<file path="config.mk">
export PLATFORM = sky130hd
export DESIGN_NAME = chk_table
export DESIGN_NICKNAME = d
export VERILOG_FILES = /design/src/rtl/mips_chk_pkg.sv /design/src/rtl/chk_table.sv
export SDC_FILE = /design/constraint.sdc
export NUM_CORES = 1
export LEC_CHECK = 0
export ABC_AREA = 1
export BUFFER_PORTS_ARGS = -buffer_cell sky130_fd_sc_hd__buf_2
export CAP_MARGIN = 15
export CELL_PAD_IN_SITES_DETAIL_PLACEMENT = 1
export CELL_PAD_IN_SITES_GLOBAL_PLACEMENT = 2
export CORE_ASPECT_RATIO = 2
export CORE_MARGIN = 2
export CORE_UTILIZATION = 35
export CTS_CLUSTER_DIAMETER = 50
export CTS_CLUSTER_SIZE = 16
export DETAILED_ROUTE_END_ITERATION = 16
export PLACE_DENSITY = 0.77
export SLEW_MARGIN = 10
export SYNTH_ARGS = -nofsm -noshare
export SYNTH_HDL_FRONTEND = slang
export SYNTH_SLANG_ARGS = --single-unit
</file>
<file path="constraint.sdc">
create_clock -name clk -period 2.7 [get_ports clk]
set_input_delay 0.27 -clock clk [delete_from_list [all_inputs] [get_ports clk]]
set_output_delay 0.27 -clock clk [all_outputs]
set_load 0.05 [all_outputs]
</file>
<file path="src/rtl/mips_chk_pkg.sv">
// Shared types for the register-file self-check block.
// State encoding, table entry layout and the PC slot index.
package mips_chk_pkg;

  localparam int CHK_DATA_W = 32;
  localparam int CHK_ADDR_W = 5;
  localparam int CHK_NUM    = 8;
  localparam int PC_IDX     = CHK_NUM;

  typedef enum logic [1:0] {
    IDLE,
    RUN,
    CHECK,
    DONE
  } state_t;

  typedef struct packed {
    logic                  valid;
    logic [CHK_ADDR_W-1:0] addr;
    logic [CHK_DATA_W-1:0] data;
  } entry_t;

endpackage

</file>
<file path="src/rtl/chk_table.sv">
// Expected-value table: one write port, async read by index.
// Reset clears only the valid bits; payload is don't-care when invalid.
module chk_table
  import mips_chk_pkg::*;
#(
  parameter int N  = CHK_NUM,
  parameter int IW = $clog2(N)
) (
  input  logic          clk,
  input  logic          reset,
  input  logic          we,
  input  logic [IW-1:0] widx,
  input  entry_t        wentry,
  input  logic [IW-1:0] ridx,
  output entry_t        rentry
);

  entry_t mem [N];

  always_ff @(posedge clk) begin
    if (reset) begin
      for (int i = 0; i < N; i++) begin
        mem[i].valid <= 1'b0;
      end
    end else if (we) begin
      mem[widx] <= wentry;
    end
  end

  assign rentry = mem[ridx];

endmodule

</file>
==> results of run 1 <==
## metrics by stage
| step | cells | setup WS (ns) |
|---|---|---|
| after floorplan | 1356 | 0.0351 |
| final | 1896 | 0.680 |
| after global routing | 1896 | 0.585 |
| after detailed placement | 1869 | 0.703 |
| after CTS | 1895 | 0.698 |
| after global placement | 1869 | 0.724 |
## power by group
group | switching (mW) | total (mW) | internal (mW)
registers | 0.0268 | 5.32 | 5.29
logic | 0.684 | 0.907 | 0.223
clock network | 1.52 | 3.03 | 1.50
total | 2.24 | 9.25 | 7.01
## cell families after synthesis
group                  count (synthesis)
AOI/OAI and AO/OA                      5
DFF                                  304
buffers and inverters                375
and+or+nand+nor                      672
## layer usage
layer / vias up / part of all wire / GRT usage
met5: - / 0.00056 / 0
met3: 58 / 0.027 / 0.0148
met2: 135 / 0.55 / 0.336
li1: 4335 / - / -
met1: 4524 / 0.40 / 0.202
met4: 2 / 0.025 / 0.0536
## placed cells by master, fill, tap and decap left out
cell and n:
buf_12 10, buf_2 83, buf_4 15, clkbuf_16 23
diode_2 1, dlygate4sd3_1 3, edfxtp_1 304, inv_1 223
inv_2 93, inv_4 1, nand2_1 504, nand3_1 153
nor2_1 4, nor2_4 6, nor3_1 5, o21ai_1 5
## final timing paths
check,cells past startpoint,from,slack (ns),to
setup / recovery,8,ridx[0],0.68,rentry[34]
hold / removal,1,wentry[29],0.02,mem[5][29]
## timing repair
item                                   CTS  global route
hold buffers                             3             0
endpoints found under the hold margin   13             0
gates resized for setup                  0             0
## critical path, cell delays in order
cell     delay (ns)
buf_4          0.11
buf_12         0.43
nand2_1        0.13
nand3_1        0.11
nand2_1        0.06
nand2_1        0.05
nand2_1        0.13
buf_2          0.24
## area by class of cell
type	count	area, sq um	share of cell area
inverters	317	1190	0.0794
diodes	1	2.50	0.000167
clock buffers	23	576	0.0383
well taps	463	579	0.0386
flip-flops and latches	304	9130	0.607
repair buffers	111	758	0.0505
multi-input cells	677	2790	0.186
==> results_dict.tcl, run 1 <==
set metrics [dict create \
    io_pins 85 \
    drc_errors 0 \
    vias 9054 \
    grt_max_degree 153 \
    gp_congestion 0.707 \
    wl_per_cell_um 17.9 \
    synth_cells 1356 \
    netlist.area_leader.share 0.680 \
    ys_types 13 \
    synth_edf_count 304 \
    min_period_ns 2.02 \
    yosysTopAreaCell "edfxtp_1" \
    initial_core_util 0.354 \
    routed_wl_mm 33.9 \
    startpoint_type "primary input" \
    path_class "primary input to output port" \
    maxSlewHeadroom 0.448 \
    rsz0062_at_grt "no" \
    tritoncts "built" \
    drive_gt1_frac 0.161 \
    rows 101 \
    die_x_um 142 \
    reg.largest.list "mem x304" \
    overflow 0 \
    h-tree-depth 1 \
    yosys.area_share.adder 0 \
    dr.pass1.iters 4 \
    antenna_left 0 \
    synthFlopType "edfxtp_1" \
    portBuffers 84 \
    die-area_sq_um 40000 \
    hold_slack_ns 0.0229 \
    largest_reg_flops 304 \
    synth_compound_area_frac 0.00186 \
    area_delta_synth_final_pct 11.9 \
    antenna_found_initial 3 \
    worstMarginPinSlew_ns 0.828 \
    synth_xor_area_frac 0 \
    critPathMaxFanout 152 \
    synth_top_family_by_area "simple AND/OR/NAND/NOR gates" \
    netlist_top_cells_count "nand2_1, edfxtp_1, inv_1" \
    grt_pass1_vias 9794 \
    ys_seq_area_frac 0.680 \
    async_flop_share 0 \
    period_share 0.748 \
    synth_area_leaders "edfxtp_1, nand2_1, inv_1" \
    final_cell_area_sq_um 15000 \
    irDropWorstVdd_mv 0.347 \
    p_leak_nw 6.81 \
    clock_path_buffers 3 \
    totalNegativeSetupSlack_ns 0 \
    max_freq_mhz 495 \
    num-fill-cells 4350 \
    setup_viol 0 \
    ys_seq_elements 304 \
    synth.net_count 1403 \
    end_kind "output port" \
    die_h_um 281 \
    hold_viol_final 0 \
    grt_first_pass_wirelength_mm 53.6 \
    arrival_ns 1.75 \
    track_usage 0.175 \
    clkSinkCount 304 \
    outcome "finished clean" \
    syn_area_per_cell_sq_um 9.90 \
    cellPowerDensity_nw_per_um2 616 \
    fp.coreArea_sq_um 37900 \
    top_register "mem" \
    hold_path.class "primary input to register" \
    drt_iter0_markers 359 \
    path_clk_slew_ns 0.07 \
    final_core_util 0.396 \
    final_nets 1480 \
    cp.required_ns 2.43 \
    synth-simple-area-share 0.203 \
    dpl_cell_area_sq_um 14400 \
    finalPower_mw 9.25 \
    synth-warning-count 0 \
    viasPerCell 4.78 \
    dp_hpwl_mm 19.9 \
    syn_area_sq_um 13400 \
    synth.area.mux_share 0 \
    synth.most_common_cell "nand2_1" \
    drv_slew 0 \
    numCtsBuffers 22 \
    cts_setup_buffers 0 \
    root_buffer "clkbuf_16" \
    maxCapViolCount 0 \
]
Power figures use the tool's default switching activity.
==> run 2, diff against run 1 <==
clock period = 1.8 ns   (was 2.7 ns; I/O delays follow)
==> run 2 against run 1 <==
  * Critical path depth is 1 lower
  * Non-clock buffer count is 51 higher
  * Global-route usage is 0.084 points higher
  * Sequential share of layout area is 3.2 points lower
  * Power is 55% higher
  * Die area stayed put
  * Cell count is 3.0% higher
  * Clock power is 59% higher
  * Setup slack worse by 0.60 ns
  * Clock-buffer cell count stayed put
  * Core utilization is 2.2 points higher
  * Largest power group unchanged
==> results_dict.tcl, run 2 (same netlist as run 1, synthesis figures left out) <==
set metrics [dict create \
    overflow 0 \
    dr.pass1.iters 5 \
    cp.required_ns 1.62 \
    die_h_um 281 \
    grt_first_pass_wirelength_mm 53.9 \
    vias 9203 \
    hold_slack_ns 0.0711 \
    area_delta_synth_final_pct 18.2 \
    finalPower_mw 14.3 \
    cellPowerDensity_nw_per_um2 904 \
    max_freq_mhz 583 \
    track_usage 0.176 \
    final_nets 1532 \
    period_share 0.953 \
    mostFrequentLayoutCells "nand2_1, edfxtp_1, inv_1" \
    dp_worst_setup_slack_ns 0.222 \
    die-area_sq_um 40000 \
    cp_top_family "flip-flops" \
    routed_wl_mm 34.4 \
    maxCapViolCount 0 \
    ff_latch_area_sq_um 9130 \
    top_register "mem" \
    io_pins 85 \
    viasPerCell 4.71 \
    hold_viol_final 0 \
    path_clk_slew_ns 0.07 \
    rsz0062_at_grt "no" \
    largest_reg_flops 304 \
    min_period_ns 1.72 \
    setup_ws_ns 0.0842 \
    setup_viol 0 \
    hold_path.class "primary input to register" \
    final_core_util 0.419 \
    initial_core_util 0.354 \
    dp_cells 1886 \
    die_x_um 142 \
    grt_max_degree 52 \
    irDropWorstVdd_mv 0.590 \
    gp_congestion 0.744 \
    clkSinkCount 304 \
    clock_path_buffers 3 \
    totalNegativeSetupSlack_ns 0 \
    drive_gt1_frac 0.179 \
    h-tree-depth 1 \
    drt_iter0_markers 518 \
    dpl_cell_area_sq_um 14700 \
    max_stage_delay_ns 0.40 \
    antenna_found_initial 0 \
    arrival_ns 1.54 \
    wl_per_cell_um 17.6 \
    dp_hpwl_mm 21.8 \
    stdcell_count 1953 \
    worstMarginPinSlew_ns 0.422 \
    fp.coreArea_sq_um 37900 \
    p_leak_nw 7.17 \
    multi_input_area_sq_um 2830 \
    rows 101 \
    num-fill-cells 4292 \
    outcome "finished clean" \
    startpoint_type "register" \
    crit_buf_inv 2 \
    drv_slew 0 \
    reg.largest.list "mem x304" \
    cts_setup_buffers 0 \
    portBuffers 84 \
    antenna_left 0 \
    final_common_cell "nand2_1" \
    drc_errors 0 \
    grt_pass1_vias 9847 \
    path_cells "inv_1, nand2_1, nand3_1, nand2_1, nand2_1, nand2_1, buf_4" \
    path_class "register to output port" \
    numCtsBuffers 23 \
    cpMostUsedCell "nand2_1" \
    critPathMaxFanout 1 \
    final_cell_area_sq_um 15900 \
    cp_slowest_cell "edfxtp_1" \
    end_kind "output port" \
    maxSlewHeadroom 0.719 \
    tritoncts "built" \
    root_buffer "clkbuf_16" \
]
[run 2: cell count changes in the layout (fill, tap and decap cells not counted), sizes merged]
cell,before,now
dlygate4sd3,3,37
bufinv,0,1
buf,108,123
clkbuf,23,25
inv,317,318
clkinv,0,4
[run 2: worst min-delay path, stage by stage]
cell	delay, ns
buf_2	0.07
inv_1	0.11
nor2_1	0.12
[run 2: final cells by class]
class	instances	area share
multi-input cells	677	0.179
repair buffers	162	0.0943
inverters	317	0.0752
clock inverters	6	0.00371
flip-flops and latches	304	0.575
clock buffers	23	0.0363
well taps	463	0.0365
diodes	1	0.000158
[run 2: metal layers]
| layer | wire length, um | part of all wire | up-vias | track usage |
|---|---|---|---|---|
| met4 | 587 | 0.017 | 0 | 0.0424 |
| li1 | - | - | 4439 | - |
| met2 | 19200 | 0.56 | 119 | 0.342 |
| met5 | 0 | 0 | - | 0 |
| met1 | 13700 | 0.40 | 4608 | 0.203 |
| met3 | 943 | 0.027 | 37 | 0.0167 |
[run 2: where the power goes]
part	internal, mW	leakage [nW]	switching, mW
Clock	2.44	0.318	2.39
Sequential	7.93	2.75	0.0403
Combinational	0.481	4.10	1.06
Total	10.9	7.17	3.49
[run 2: worst paths after layout]
kind	from	to	cells after the start
worst max-delay path	mem[5][34]	rentry[34]	7
worst min-delay path	wentry[37]	mem[0][37]	3
[run 2: timing repair]
item                                   CTS  global route
gates resized for setup                  8            50
setup endpoints to repair                5            19
hold buffers                            37             0
pin swaps                                0             0
endpoints found under the hold margin  296             0
==> run 3, diff against run 2 <==
BUFFER_PORTS_ARGS = -buffer_cell sky130_fd_sc_hd__clkbuf_2   (was -buffer_cell sky130_fd_sc_hd__buf_2)
==> run 3 against run 2 <==
  * Power is 4.5% higher
  * Setup slack got worse by 0.0081 ns
  * Largest power group unchanged
  * Critical path depth unchanged
  * Design area rose by 2.9%
  * Fmax fell by 0.47%
  * Die area stayed put
  * Sequential power about the same
  * Cell count decreased by 0.20%
  * Combinational power grew 16%
  * Global-route usage up 0.17 points
  * Via count shrank 0.63%
==> results_dict.tcl, run 3 (same netlist as run 1, synthesis figures left out) <==
set metrics [dict create \
    fp.coreArea_sq_um 37900 \
    portBuffers 84 \
    drt_iter0_markers 343 \
    hold_path.class "primary input to register" \
    tritoncts "built" \
    final_common_cell "nand2_1" \
    end_kind "output port" \
    initial_core_util 0.354 \
    antenna_found_initial 0 \
    cts_setup_buffers 0 \
    crit_start "mem[7][34]" \
    drv_slew 0 \
    cp.required_ns 1.62 \
    irDropWorstVdd_mv 0.596 \
    p_leak_nw 7.31 \
    rows 101 \
    cp_top_family "simple AND/OR/NAND/NOR gates" \
    period_share 0.958 \
    top_register "mem" \
    final_nets 1526 \
    outcome "finished clean" \
    maxCapViolCount 0 \
    dr.pass1.iters 4 \
    max_stage_delay_ns 0.37 \
    die-area_sq_um 40000 \
    path_clk_slew_ns 0.07 \
    arrival_ns 1.54 \
    critPathMaxFanout 1 \
    path_class "register to output port" \
    largest_reg_flops 304 \
    diodes 0 \
    h-tree-depth 1 \
    routed_wl_mm 34.4 \
    max_freq_mhz 580 \
    setup_viol 0 \
    die_x_um 142 \
    crit_buf_inv 2 \
    root_buffer "clkbuf_16" \
    cp_slowest_cell "edfxtp_1" \
    dp_hpwl_mm 21.4 \
    reg.largest.list "mem x304" \
    worstMarginPinSlew_ns 0.358 \
    hold_viol_final 0 \
    clkSinkCount 304 \
    totalNegativeSetupSlack_ns 0 \
    overflow 0 \
    vias 9145 \
    grt_pass1_vias 9949 \
    dp_cells 1878 \
    numCtsBuffers 24 \
    track_usage 0.177 \
    path_cells "inv_1, nand2_1, nand3_1, nand2_1, nand2_1, nand2_1, buf_12" \
    drc_errors 0 \
    startpoint_type "register" \
    stdcell_count 1949 \
    die_h_um 281 \
    viasPerCell 4.69 \
    cellPowerDensity_nw_per_um2 917 \
    gp_congestion 0.721 \
    min_period_ns 1.72 \
    drive_gt1_frac 0.182 \
    rsz0062_at_grt "no" \
    grt_first_pass_wirelength_mm 54.7 \
    antenna_left 0 \
    mostFrequentLayoutCells "nand2_1, edfxtp_1, inv_1" \
    min_from "wentry[37]" \
    io_pins 85 \
    grt_max_degree 65 \
    area_delta_synth_final_pct 21.7 \
    clock_path_buffers 3 \
    cpMostUsedCell "nand2_1" \
    maxSlewHeadroom 0.761 \
    wl_per_cell_um 17.7 \
]
==> run 3: changes by cell type in the layout (fill, tap and decap cells not counted), moves of 2 or more <==
cell / previous run / this run
buf_12: 24 / 57
buf_2: 63 / 2
buf_4: 24 / 13
buf_6: 12 / 0
clkbuf_1: 0 / 3
clkbuf_16: 23 / 25
clkbuf_2: 0 / 44
clkinv_2: 4 / 0
nand2_1: 495 / 481
nand2_2: 9 / 23
nand3_1: 149 / 152
nand3_2: 4 / 1
==> run 3: power by group <==
| part | total (mW) | switching (mW) | internal, mW |
|---|---|---|---|
| registers | 7.98 | 0.0408 | 7.93 |
| clock network | 5.23 | 2.43 | 2.80 |
| logic | 1.78 | 1.11 | 0.675 |
| total | 15.0 | 3.58 | 11.4 |
==> run 3: final timing paths <==
| kind | endpoint | slack, ns | cells after the start |
|---|---|---|---|
| worst max-delay path | rentry[34] | 0.08 | 7 |
| worst min-delay path | mem[0][37] | 0.1 | 3 |
==> run 3: per-stage QoR <==
step | setup WS, ns | hold slack [ns] | instance area, sq um | power [mW] | utilization
floorplan | -0.185 | 0.279 | 13500 | 9.04 | -
global placement | 0.227 | 0.461 | 15200 | 9.84 | 0.400
detailed placement | 0.195 | 0.476 | 15200 | 9.87 | 0.400
CTS | 0.00151 | 0.0794 | 16300 | 15.2 | 0.429
global route | 0.0000667 | 0.131 | 16300 | 15.6 | 0.431
finish | 0.0761 | 0.0984 | 16300 | 15.0 | 0.431
==> run 3: final cells by class <==
cell class                 count  area [sq um]
clock buffer                  28           637
clock inverter                 5          87.6
fill                        4169         21600
inverter                     317          1190
multi-input combinational    677          2850
sequential                   304          9130
tap                          463           579
timing repair buffer         155          1860
==> run 3: layer usage <==
metal	track usage	wire, um
met2	0.349	19800
met1	0.197	13100
met3	0.0182	905
met4	0.0518	667
met5	0	0
==> run 3: what timing repair did <==
action,4_1_cts,5_1_grt
hold buffers,38,0
endpoints found under the hold margin,299,0
endpoints found under the setup margin,2,19
gates resized for setup,2,25
